**config.mk**
```make
export PLATFORM = sky130hd
export DESIGN_NAME = modular_exponentiation
export DESIGN_NICKNAME = d
export VERILOG_FILES = /design/src/rtl/modular_exponentiation.sv
export SDC_FILE = /design/constraint.sdc
export NUM_CORES = 1
export LEC_CHECK = 0
export CAP_MARGIN = 20
export CORE_AREA = 2 2 204 206
export CTS_CLUSTER_DIAMETER = 150
export DETAILED_ROUTE_END_ITERATION = 12
export DIE_AREA = 0 0 206 208
export HOLD_SLACK_MARGIN = 0.08
export SYNTH_ARGS = -nofsm -noshare
export SYNTH_HDL_FRONTEND = slang
export SYNTH_SLANG_ARGS = --single-unit
export TNS_END_PERCENT = 20
```
**constraint.sdc**
```tcl
create_clock -name clk -period 2.2 [get_ports clk]
set_input_delay 0.44 -clock clk [delete_from_list [all_inputs] [get_ports clk]]
set_output_delay 0.44 -clock clk [all_outputs]
set_load 0.1 [all_outputs]
```
**src/rtl/modular_exponentiation.sv**
```systemverilog
// Right-to-left square-and-multiply modular exponentiation that issues one request at a time
// to an external modular multiplier over valid/ready handshakes.
module modular_exponentiation #(
  parameter int unsigned SIZE = 64
) (
  input  logic            clk,
  input  logic            rst,
  input  logic [SIZE-1:0] input_base_tdata,
  input  logic [SIZE-1:0] input_exponent_tdata,
  input  logic [SIZE-1:0] input_modulus_tdata,
  input  logic            input_tvalid,
  output logic            input_tready,
  output logic [SIZE-1:0] mul_multiplier_tdata,
  output logic [SIZE-1:0] mul_multiplicand_tdata,
  output logic [SIZE-1:0] mul_modulus_tdata,
  output logic            mul_tvalid,
  input  logic            mul_tready,
  input  logic [SIZE-1:0] mul_result_tdata,
  input  logic            mul_result_tvalid,
  output logic            mul_result_tready,
  output logic [SIZE-1:0] output_tdata,
  output logic            output_tvalid,
  input  logic            output_tready,
  output logic            output_error
);

  localparam logic [3:0] IDLE     = 4'd0;
  localparam logic [3:0] RED_REQ  = 4'd1;
  localparam logic [3:0] RED_WAIT = 4'd2;
  localparam logic [3:0] CHECK    = 4'd3;
  localparam logic [3:0] MUL_REQ  = 4'd4;
  localparam logic [3:0] MUL_WAIT = 4'd5;
  localparam logic [3:0] SQR_REQ  = 4'd6;
  localparam logic [3:0] SQR_WAIT = 4'd7;
  localparam logic [3:0] DONE     = 4'd8;

  logic [3:0]      state_q, state_d;
  logic [SIZE-1:0] r_q, r_d;
  logic [SIZE-1:0] b_q, b_d;
  logic [SIZE-1:0] e_q, e_d;
  logic [SIZE-1:0] m_q, m_d;
  logic            err_q, err_d;

  always_comb begin
    state_d = state_q;
    r_d     = r_q;
    b_d     = b_q;
    e_d     = e_q;
    m_d     = m_q;
    err_d   = err_q;
    case (state_q)
      IDLE: begin
        if (input_tvalid) begin
          b_d = input_base_tdata;
          e_d = input_exponent_tdata;
          m_d = input_modulus_tdata;
          // Modulus 0/1 has a trivial answer; no multiplier traffic at all.
          if (input_modulus_tdata <= SIZE'(1)) begin
            r_d     = '0;
            err_d   = (input_modulus_tdata == '0);
            state_d = DONE;
          end else begin
            r_d     = SIZE'(1);
            err_d   = 1'b0;
            state_d = RED_REQ;
          end
        end
      end
      RED_REQ:  if (mul_tready) state_d = RED_WAIT;
      RED_WAIT: begin
        if (mul_result_tvalid) begin
          b_d     = mul_result_tdata;
          state_d = CHECK;
        end
      end
      CHECK: begin
        if (e_q == '0)    state_d = DONE;
        else if (e_q[0])  state_d = MUL_REQ;
        else              state_d = SQR_REQ;
      end
      MUL_REQ:  if (mul_tready) state_d = MUL_WAIT;
      MUL_WAIT: begin
        if (mul_result_tvalid) begin
          r_d     = mul_result_tdata;
          // Skip the square that would follow the last set exponent bit.
          state_d = (e_q[SIZE-1:1] != '0) ? SQR_REQ : DONE;
        end
      end
      SQR_REQ:  if (mul_tready) state_d = SQR_WAIT;
      SQR_WAIT: begin
        if (mul_result_tvalid) begin
          b_d     = mul_result_tdata;
          e_d     = e_q >> 1;
          state_d = CHECK;
        end
      end
      DONE:     if (output_tready) state_d = IDLE;
      default:  state_d = IDLE;
    endcase
  end

  always_ff @(posedge clk or negedge rst) begin
    if (!rst) begin
      state_q <= IDLE;
      r_q     <= '0;
      b_q     <= '0;
      e_q     <= '0;
      m_q     <= '0;
      err_q   <= 1'b0;
    end else begin
      state_q <= state_d;
      r_q     <= r_d;
      b_q     <= b_d;
      e_q     <= e_d;
      m_q     <= m_d;
      err_q   <= err_d;
    end
  end

  // Operand buses are a pure function of state and registers, so they hold while stalled.
  always_comb begin
    mul_multiplier_tdata   = '0;
    mul_multiplicand_tdata = '0;
    mul_modulus_tdata      = '0;
    case (state_q)
      RED_REQ, RED_WAIT: begin
        mul_multiplier_tdata   = b_q;
        mul_multiplicand_tdata = SIZE'(1);
        mul_modulus_tdata      = m_q;
      end
      MUL_REQ, MUL_WAIT: begin
        mul_multiplier_tdata   = r_q;
        mul_multiplicand_tdata = b_q;
        mul_modulus_tdata      = m_q;
      end
      SQR_REQ, SQR_WAIT: begin
        mul_multiplier_tdata   = b_q;
        mul_multiplicand_tdata = b_q;
        mul_modulus_tdata      = m_q;
      end
      default: ;
    endcase
  end

  assign input_tready      = (state_q == IDLE);
  assign mul_tvalid        = (state_q == RED_REQ) || (state_q == MUL_REQ) || (state_q == SQR_REQ);
  assign mul_result_tready = (state_q == RED_WAIT) || (state_q == MUL_WAIT) ||
                             (state_q == SQR_WAIT);
  assign output_tvalid     = (state_q == DONE);
  assign output_tdata      = r_q;
  assign output_error      = (state_q == DONE) && err_q;

endmodule

```
Word-level counts from Yosys, hierarchy flattened:

Cells that the tools add are included.

* flip-flop bits (word level): 261
* bits in latches: 0
* RAM bits: 0
* ROM bits: 0
* input port bits: 262
* output and inout bits: 261
* memories: 0

* add/sub/neg operators: 0
* multiply operators: 0
* divide/modulo/power cells: 0
* $lt $le $gt $ge: 1
* equal/unequal tests: 16
* shifts and indexed selects: 0
* multiplexer cells: 25
* bitwise logic cells: 0
* reduce and logical (&&, ||, !) cells: 23

Operators with widths (number)
* $pmux 64 s2: 5
* $mux 64: 6
* $logic_not 64->1: 2
* $le 64x1->1 const B: 1
* $reduce_bool 63->1: 1
* $mux 4: 10
* $pmux 4 s8: 1
* $eq 4x3->1 const B: 4
* $ne 2x2->1 const B: 6
* $reduce_and 3->1: 3
* $eq 4x2->1 const B: 2
* $reduce_or 4->1: 2
* $reduce_and 7->1: 1
* $reduce_bool 2->1: 3
* $reduce_or 2->1: 3
* $reduce_or 6->1: 1
* $eq 4x1->1 const B: 1
* $eq 4x4->1 const B: 1
* $logic_not 4->1: 1
* $logic_or 1x1->1: 4
* $ne 2x1->1 const B: 2
* $mux 1: 2
* $mux 2: 1
* $reduce_and 2->1: 1
* $logic_and 1x1->1: 1

Logic depth before layout (Yosys ltp):

Gate-level depths: netlist (run 1).

* depth in word-level cells: 4
* depth in mapped cells: 9
* mapped depth without buffers: 5

Least setup slack after synthesis (run 1):

OpenSTA, ideal clock, no wires.

* kind: register -> output
* start: register state_q[0]
* end: output port output_error
* arrival time: 4.986 ns
* path slack: -3.226 ns
* cell stages (with the launch flop): 5
* buffers on the path: 2
* cells stage by stage: dfrtp_1 buf_4 buf_2 nor4b_1 and2_1

* word-level cells in the longest chain between the ends: 2

Ends and longest elaborated chain
* from (decl): line 37 `logic [3:0] state_q, state_d;`
* from (signal assigned): line 111 `state_q <= state_d;`
* $eq 4x4->1
* via output_tvalid: line 22 `output logic output_tvalid,`
* $logic_and 1x1->1: line 151 `assign output_error = (state_q == DONE) && err_q;`
* to (decl): line 24 `output logic output_error`

The timed path passes the listed nets, and every way through them passes these cells.

Worst setup path after layout (run 1):

* start: register state_q[0]
* end: output port mul_multiplier_tdata[41]

* word-level cells in the longest chain between the ends: 3
* elaborated cells on any way between the ends: 9
* classes of those cells: 6 x eq/ne; 1 x mux; 2 x reduce/logical

Ends and longest elaborated chain
* $eq 4x1->1 (tied with other cells): line 125 `case (state_q)`
* $reduce_or 4->1 (no source line) or $reduce_or 2->1 (tied branches)
* $pmux 64 s2 *: line 125
* to (decl): line 13 `output logic [SIZE-1:0] mul_multiplier_tdata,`

Every way passes the cells marked *; elsewhere a longest branch is shown, timed or not.

==> impl_metrics.py, run 1 <==
metrics = {
    "run_status": {
        "status": "finished with violations",
        "violations": "negative setup slack",
    },
    "worst_setup_path": {
        "cp_data_required_time_ps": 1760,
        "arrival_ps": 2200,
        "slowest_delay_ps": 380,
        "path_common_cell": "buf_12",
        "start_kind": "register",
        "cpLargestDelayFamily": "buffers and inverters",
        "r2r_cells": 9,
        "cp_slowest_cell": "dfrtp_1",
        "rr_endpoint": "output_tdata[32]",
        "reg2reg_from": "state_q[2]",
        "worstPathCellList": "and2b_1, xnor2_2, nor2_4, buf_12, buf_12, a22o_1, buf_12",
        "crit_type": "reg -> out",
        "path_max_fanout": 13,
        "critPathBufInv": 3,
        "reg2reg_slack_ps": 90,
        "cp-end-kind": "primary output",
    },
    "job": {
        "cap_violations": 0,
    },
    "timing": {
        "fmax_mhz": 379,
        "skew_ps": 9.96,
        "setup_viol": 197,
        "rsz0062_at_grt": "yes",
        "max_slew_margin_pct": 63.9,
        "slew_viol_final": 0,
        "hold_violations": 0,
        "fin_crit_ps": 2640,
        "hold_slack_ps": 412,
        "finalSetupTns_ps": -61860,
        "setup_slack_ps": -439,
        "fin_crit_sh_pct": 120,
        "worst_pin_slew_ps": 542,
    },
    "routing": {
        "final_antenna_net_count": 0,
        "dr_wl_met3_um": 4840,
        "drc": 0,
        "wirelength_um": 50200,
        "dr.pass1.iters": 5,
        "top_layer": "met5",
        "wl_met1_um": 18900,
        "drt_iter0_markers": 467,
        "num_vias": 11700,
        "vias_per_cell": 4.88,
        "route.met2.wl_um": 25500,
        "wl_per_cell_um": 21.0,
    },
    "synth": {
        "yosysMostFrequentCell": "nand2_1",
        "synth-seq-area-share_pct": 49.8,
        "synth_cell_types": 49,
        "synth_area_um2": 13100,
        "avgSynthCellArea_um2": 10.1,
        "synth_edf_count": 0,
        "synth_seq_cells": 261,
        "synth_top_area_cell": "dfrtp_1",
        "synth_flop_cell": "dfrtp_1",
        "ys_top_cells_by_area": "dfrtp_1 (50%), mux2i_1 (9.8%), nand2_1 (7.6%)",
        "synth_cells": 1298,
        "synth.top_cell.area_share_pct": 49.8,
        "yosys_warnings": 0,
        "syn_nets": 1560,
        "async_reset_ff_share_pct": 100,
        "synthTopCellsByCount": "nand2_1 (265), dfrtp_1 (261), o21ai_0 (158)",
    },
    "layout": {
        "syn_to_final_growth_pct": 72.0,
        "drive_gt1_share_pct": 29.6,
        "multi_input_area_um2": 6270,
        "fill_cells": 3485,
        "nets": 2096,
        "seq_area_um2": 6530,
    },
    "clock_network": {
        "clk_latency_ps": 570,
        "cts_buffers": 30,
        "cts_root_buf": "clkbuf_16",
        "cts_tree": "yes",
        "cts_sinks": 261,
        "clockBufferDepth": 3,
        "htreeDepth": 1,
        "clk_pin_slew_worst_paths_ps": 60,
    },
    "grt": {
        "grt_pass1_vias": 12000,
        "grt_pass1_wl_um": 74200,
        "grt_max_degree": 73,
        "grt.total_usage_pct": 22.6,
        "gr-total-overflow": 0,
        "antenna_found_initial": 4,
    },
    "floorplanning": {
        "core_um2": 40600,
        "io_pins": 523,
        "start_util_pct": 32.4,
        "row_count": 74,
        "die_area_um2": 42800,
        "die_x_um": 206,
        "die_h_um": 208,
    },
    "placed_design": {
        "place_congestion": 0.855,
        "port_buffers": 522,
        "dp_hpwl_um": 37800,
        "place_ws_ps": -498,
    },
    "hold_path": {
        "hold_path_class": "in -> async",
    },
}
per-layer routing:
metal	vias up	global-route usage [%]
met5	-	0
met4	2	5.00
met3	65	8.00
met2	399	40.3
met1	5592	25.6
li1	5592	-
cell families (layout without fill, tap and decap cells):
kind of cell           count (synthesis)  after routing  share of synthesized area, %
XOR/XNOR                               1              1                        0.0667
AO/OA/AOI/OAI                        277            277                          12.9
other                                  0              1                             0
multiplexers                         193            193                          15.3
flip-flops                           261            261                          49.8
AND/OR/NAND/NOR                      462            462                          17.1
buffers and inverters                104            661                          4.82
area by class of cell:
class                      count  area share, %
clock buffer                  43           3.86
antenna                        1         0.0111
tap                          532           2.95
multi-input combinational    933           27.8
timing repair buffer         606           36.1
sequential                   261           28.9
clock inverter                10          0.344
inverter                       2         0.0333
cell usage in the layout (no fill, tap or decap), types with 3 or more instances in the layout:
cell type | synthesis | layout
and2_1 | 129 | 60
clkbuf_1 | 42 | 7
nor4_1 | 32 | 32
mux2i_1 | 129 | 129
dfrtp_1 | 261 | 259
clkbuf_16 | 0 | 33
nor3_1 | 4 | 3
buf_6 | 15 | 6
o21ai_1 | 36 | 81
buf_12 | 0 | 230
o21ai_0 | 158 | 113
clkbuf_8 | 0 | 5
nand2_1 | 265 | 263
nand4_1 | 8 | 8
nor2_1 | 6 | 5
a22o_1 | 64 | 63
a21oi_1 | 5 | 3
mux2_2 | 64 | 64
a21oi_4 | 0 | 3
buf_4 | 7 | 106
clkdlybuf4s50_1 | 0 | 260
and2_4 | 1 | 69
clkinv_2 | 0 | 8
stage by stage:
| stage | std cells | cell area [um2] | util, % |
|---|---|---|---|
| CTS | 2380 | 22300 | 54.9 |
| global route | 2388 | 22600 | 55.7 |
| finish | 2388 | 22600 | 55.7 |
| detailed placement | 2324 | 21300 | 52.4 |
| global placement | 2324 | 21300 | 52.4 |
| floorplan | 1298 | 13200 | - |
flip-flops by register name, indices dropped and copies added (netlist names):
| name | count |
|---|---|
| b_q | 64 |
| e_q | 64 |
| err_q | 1 |
| m_q | 64 |
| output_tdata | 64 |
| state_q | 4 |
worst max path at each step:
stage | to | cells after the start | from
2_1_floorplan | output_error | 4 | state_q[1]
3_3_place_gp | output_tdata[0] | 7 | input_modulus_tdata[21]
3_5_place_dp | output_tdata[0] | 7 | input_modulus_tdata[20]
4_1_cts | mul_modulus_tdata[62] | 7 | state_q[0]
5_1_grt | mul_multiplier_tdata[41] | 7 | state_q[0]
6_report | mul_multiplier_tdata[41] | 7 | state_q[0]
repair_timing:
item                                    4_1_cts  5_1_grt
resized for setup                            11       86
pin swaps                                     8        2
endpoints found under the setup margin      197      205
setup buffers                                 2        4
cloned                                        0        3
hold buffers                                  1        0
endpoints found under the hold margin        51        0
Power of run 1 is not shown: default switching activity piles up to over one toggle a cycle in this logic, so the estimate is an artifact.
==> run 2: changes to the inputs <==
PLACE_DENSITY = 0.68   (was not set)
==> run 2 against run 1 <==
  * The flow still finishes with violations (negative setup slack)
  * Sequential share of layout area fell by 0.29 points
  * Non-clock buffer count is 5 higher
  * Utilization grew 0.55 points
  * Worst hold slack worse by 9.1 ps
  * Clock skew hardly changed
  * Worst setup slack got worse by 33 ps
  * Final cell count up 0.54%
  * Sequential cell count did not move
  * First-iteration DRC count rose by 19%
  * Via count rose by 1.4%
  * Fmax is 1.2% lower
==> impl_metrics.py, run 2 (synthesis results as in run 1) <==
metrics = {
    "floorplanning": {
        "die_area_um2": 42800,
        "die_h_um": 208,
        "die_x_um": 206,
        "row_count": 74,
        "start_util_pct": 32.4,
        "io_pins": 523,
        "core_um2": 40600,
    },
    "worst_setup_path": {
        "slowest_delay_ps": 400,
        "arrival_ps": 2230,
        "path_common_cell": "buf_12",
        "critPathBufInv": 3,
        "cpLargestDelayFamily": "buffers and inverters",
        "r2r_cells": 10,
        "start_kind": "register",
        "rr_endpoint": "output_tdata[37]",
        "reg2reg_from": "state_q[2]",
        "worstPathCellList": "and2b_2, xnor2_2, nor2_4, buf_12, buf_12, a22o_4, buf_12",
        "cp_slowest_cell": "dfrtp_1",
        "cp_data_required_time_ps": 1760,
        "cp-end-kind": "primary output",
        "crit_type": "reg -> out",
        "reg2reg_slack_ps": -10,
        "path_max_fanout": 21,
    },
    "placed_design": {
        "place_ws_ps": -576,
        "place_congestion": 0.943,
        "port_buffers": 522,
        "dpl.cell_count": 2331,
        "dp_hpwl_um": 39500,
    },
    "job": {
        "cap_violations": 0,
    },
    "grt": {
        "grt.total_usage_pct": 23.5,
        "grt_max_degree": 57,
        "grt_pass1_vias": 12400,
        "grt_pass1_wl_um": 77100,
        "gr-total-overflow": 0,
        "antenna_found_initial": 9,
    },
    "clock_network": {
        "clk_pin_slew_worst_paths_ps": 60,
        "cts_tree": "yes",
        "clockBufferDepth": 3,
        "cts_buffers": 30,
        "cts_root_buf": "clkbuf_16",
        "htreeDepth": 1,
        "clk_latency_ps": 560,
        "cts_sinks": 261,
    },
    "routing": {
        "wirelength_um": 51100,
        "final_antenna_net_count": 0,
        "drc": 0,
        "wl_per_cell_um": 21.3,
        "dr.pass1.iters": 5,
        "drt_iter0_markers": 557,
        "num_vias": 11800,
        "vias_per_cell": 4.92,
    },
    "timing": {
        "slew_viol_final": 0,
        "max_slew_margin_pct": 61.3,
        "rsz0062_at_grt": "yes",
        "fmax_mhz": 374,
        "worst_pin_slew_ps": 576,
        "setup_slack_ps": -472,
        "fin_crit_sh_pct": 121,
        "hold_violations": 0,
        "skew_ps": 10.1,
        "hold_slack_ps": 402,
        "fin_crit_ps": 2670,
        "setup_viol": 199,
    },
    "layout": {
        "drive_gt1_share_pct": 29.3,
        "final_cells": 2401,
        "multi_input_area_um2": 6360,
        "final_cell_mix": "nand2_1 (261), dfrtp_1 (260), clkdlybuf4s50_1 (260)",
        "mostFrequentLayoutCell": "nand2_1",
        "seq_area_um2": 6530,
        "fill_cells": 3427,
        "syn_to_final_growth_pct": 73.7,
        "fin_util_pct": 56.2,
        "nets": 2101,
    },
    "run_status": {
        "violations": "negative setup slack",
        "status": "finished with violations",
    },
    "hold_path": {
        "hold_path_class": "in -> async",
    },
}
==> run 2: worst max path at each step <==
stage / start / end / slack [ps] / cells after the start
floorplan: state_q[1] / output_error / -520 / 4
global placement: input_modulus_tdata[21] / state_q[0] / -630 / 8
detailed placement: input_modulus_tdata[21] / state_q[0] / -580 / 8
CTS: state_q[0] / mul_multiplier_tdata[51] / -520 / 7
global route: state_q[2] / mul_multiplier_tdata[60] / -540 / 6
finish: state_q[0] / mul_multiplier_tdata[43] / -470 / 7
==> run 2: layout make-up <==
cell class / instances / area share, %
clock buffers: 48 / 4.21
well taps: 532 / 2.92
repair buffers: 611 / 35.8
flip-flops and latches: 261 / 28.7
diodes: 8 / 0.0878
inverters: 2 / 0.0329
multi-input cells: 933 / 27.9
clock inverters: 6 / 0.351
==> run 2: timing repair <==
action                                  4_1_cts  5_1_grt
hold buffers                                  1        0
pin swaps                                    47        1
resized for setup                            51       18
setup buffers                                 7        1
endpoints found under the setup margin      197      204
endpoints found under the hold margin        38        0
==> run 2: routing by layer <==
| metal | global-route usage [%] | up-vias | wire length [um] |
|---|---|---|---|
| met3 | 6.27 | 85 | 4110 |
| met4 | 10.7 | 0 | 2130 |
| li1 | - | 5602 | - |
| met1 | 27.6 | 5672 | 19600 |
| met5 | 0 | - | 0 |
| met2 | 39.8 | 455 | 25300 |
==> run 2: through the flow <==
step / instance area, um2 / setup TNS, ps
CTS: 22700 / -74210
global route: 22800 / -87490
global placement: 21400 / -2250
detailed placement: 21400 / -2130
floorplan: 13200 / -120590
finish: 22800 / -67380
Power of run 2 is left out for the same reason.
==> run 3: changes to the inputs <==
clock period = 2.64 ns   (was 2.2 ns; I/O delays follow)
==> run 3 against run 2 <==
  * Via count rose by 0.60%
  * The flow still finishes with violations (negative setup slack)
  * Critical path depth rose by 1
  * Final area rose by 0.15%
  * Die area did not move
  * Critical endpoint is now mul_multiplier_tdata[58]
  * Non-clock buffer count fell by 22
  * First-iteration DRC count rose by 11%
  * Sequential cell count did not move
==> impl_metrics.py, run 3 (synthesis results as in run 1) <==
metrics = {
    "run_status": {
        "status": "finished with violations",
        "violations": "negative setup slack",
    },
    "floorplanning": {
        "row_count": 74,
        "start_util_pct": 32.4,
        "io_pins": 523,
        "die_area_um2": 42800,
        "die_h_um": 208,
        "core_um2": 40600,
        "die_x_um": 206,
    },
    "layout": {
        "syn_to_final_growth_pct": 73.9,
        "mostFrequentLayoutCell": "nand2_1",
        "nets": 2082,
        "final_cell_mix": "nand2_1 (264), clkdlybuf4s50_1 (260), dfrtp_1 (259)",
        "drive_gt1_share_pct": 31.2,
        "final_cell_area_um2": 22800,
        "fin_util_pct": 56.3,
    },
    "clock_network": {
        "htreeDepth": 1,
        "cts_sinks": 261,
        "cts_tree": "yes",
        "clk_pin_slew_worst_paths_ps": 60,
        "cts_buffers": 30,
        "clk_latency_ps": 570,
        "clockBufferDepth": 3,
        "cts_root_buf": "clkbuf_16",
    },
    "timing": {
        "setup_slack_ps": -322,
        "skew_ps": 21.9,
        "fmax_mhz": 338,
        "rsz0062_at_grt": "yes",
        "slew_viol_final": 0,
        "fin_crit_ps": 2960,
        "worst_pin_slew_ps": 744,
        "hold_violations": 0,
        "fin_crit_sh_pct": 112,
        "setup_viol": 167,
        "max_slew_margin_pct": 50.0,
    },
    "placed_design": {
        "place_congestion": 0.973,
        "dp_hpwl_um": 37700,
        "port_buffers": 522,
        "place_area_um2": 20900,
    },
    "worst_setup_path": {
        "r2r_cells": 7,
        "cp-end-kind": "primary output",
        "crit_type": "reg -> out",
        "cp_data_required_time_ps": 2110,
        "path_max_fanout": 8,
        "arrival_ps": 2430,
        "start_kind": "register",
    },
    "grt": {
        "gr-total-overflow": 0,
        "grt_pass1_wl_um": 78200,
        "grt_pass1_vias": 12300,
        "antenna_found_initial": 9,
        "grt.total_usage_pct": 23.9,
        "grt_max_degree": 128,
    },
    "routing": {
        "dr.pass1.iters": 5,
        "num_vias": 11900,
        "drc": 0,
        "drt_iter0_markers": 618,
        "vias_per_cell": 4.99,
        "final_antenna_net_count": 0,
        "wirelength_um": 54000,
        "wl_per_cell_um": 22.6,
    },
    "job": {
        "cap_violations": 0,
    },
    "hold_path": {
        "hold_path_class": "reg -> reg",
        "min_path_cells": 2,
    },
}
[run 3: cell count changes in the layout (fill, tap and decap cells not counted), sizes merged]
cell      previous run  this run
buf                350       325
clkinv               4         5
clkinvlp             0         3
clkbuf              48        49
diode                8         7
nor2                 7        10
[run 3: timing repair]
| item | CTS | global route |
|---|---|---|
| resized for setup | 53 | 76 |
| pin swaps | 25 | 45 |
| gates cloned | 5 | 5 |
| setup buffers | 8 | 8 |
| hold buffers | 1 | 0 |
| setup endpoints to repair | 191 | 194 |
| endpoints found under the hold margin | 59 | 0 |
[run 3: per-stage QoR]
step | setup slack (ps) | std cells | TNS (ps) | hold WS (ps)
floorplan | -598 | 1298 | -4070 | 232
global route | -377 | 2383 | -38990 | 526
finish | -322 | 2383 | -28070 | 491
detailed placement | -319 | 2293 | -1000 | 471
global placement | -367 | 2293 | -1010 | 467
CTS | -321 | 2363 | -46050 | 487
[run 3: area by class of cell]
type | count | area [um2]
timing repair buffer | 589 | 7980
fill | 3437 | 17700
clock inverter | 10 | 111
clock buffer | 46 | 912
inverter | 2 | 7.51
multi-input combinational | 936 | 6600
antenna | 7 | 17.5
tap | 532 | 666
sequential | 261 | 6530
[run 3: worst max-delay path, stage by stage, from the launching register on]
cell and delay, ps:
dfrtp_1 410, buf_6 130, and2b_2 230, xnor2_4 150, nor2_4 190, buf_8 180, clkbuf_16 200, a22o_1 200
buf_12 180
[run 3: worst paths after layout]
check                           startpoint                       end  slack, ps
worst max-delay path            state_q[0]  mul_multiplier_tdata[58]       -320
worst min-delay path                m_q[0]                    m_q[0]        490
worst max register to register  state_q[3]                   e_q[63]        350
worst min register to register      m_q[0]                    m_q[0]        490
max in group asynchronous              rst                   b_q[63]       1310
min in group asynchronous              rst                   e_q[26]        540
[run 3: per-layer routing]
metal / up-vias / track usage, % / routed length [um]
met3: 98 / 6.23 / 4140
met5: - / 0 / 13
met2: 436 / 40.7 / 26700
met4: 2 / 9.61 / 2210
met1: 5770 / 28.7 / 20900
li1: 5579 / - / -
Power of run 3 is left out for the same reason.
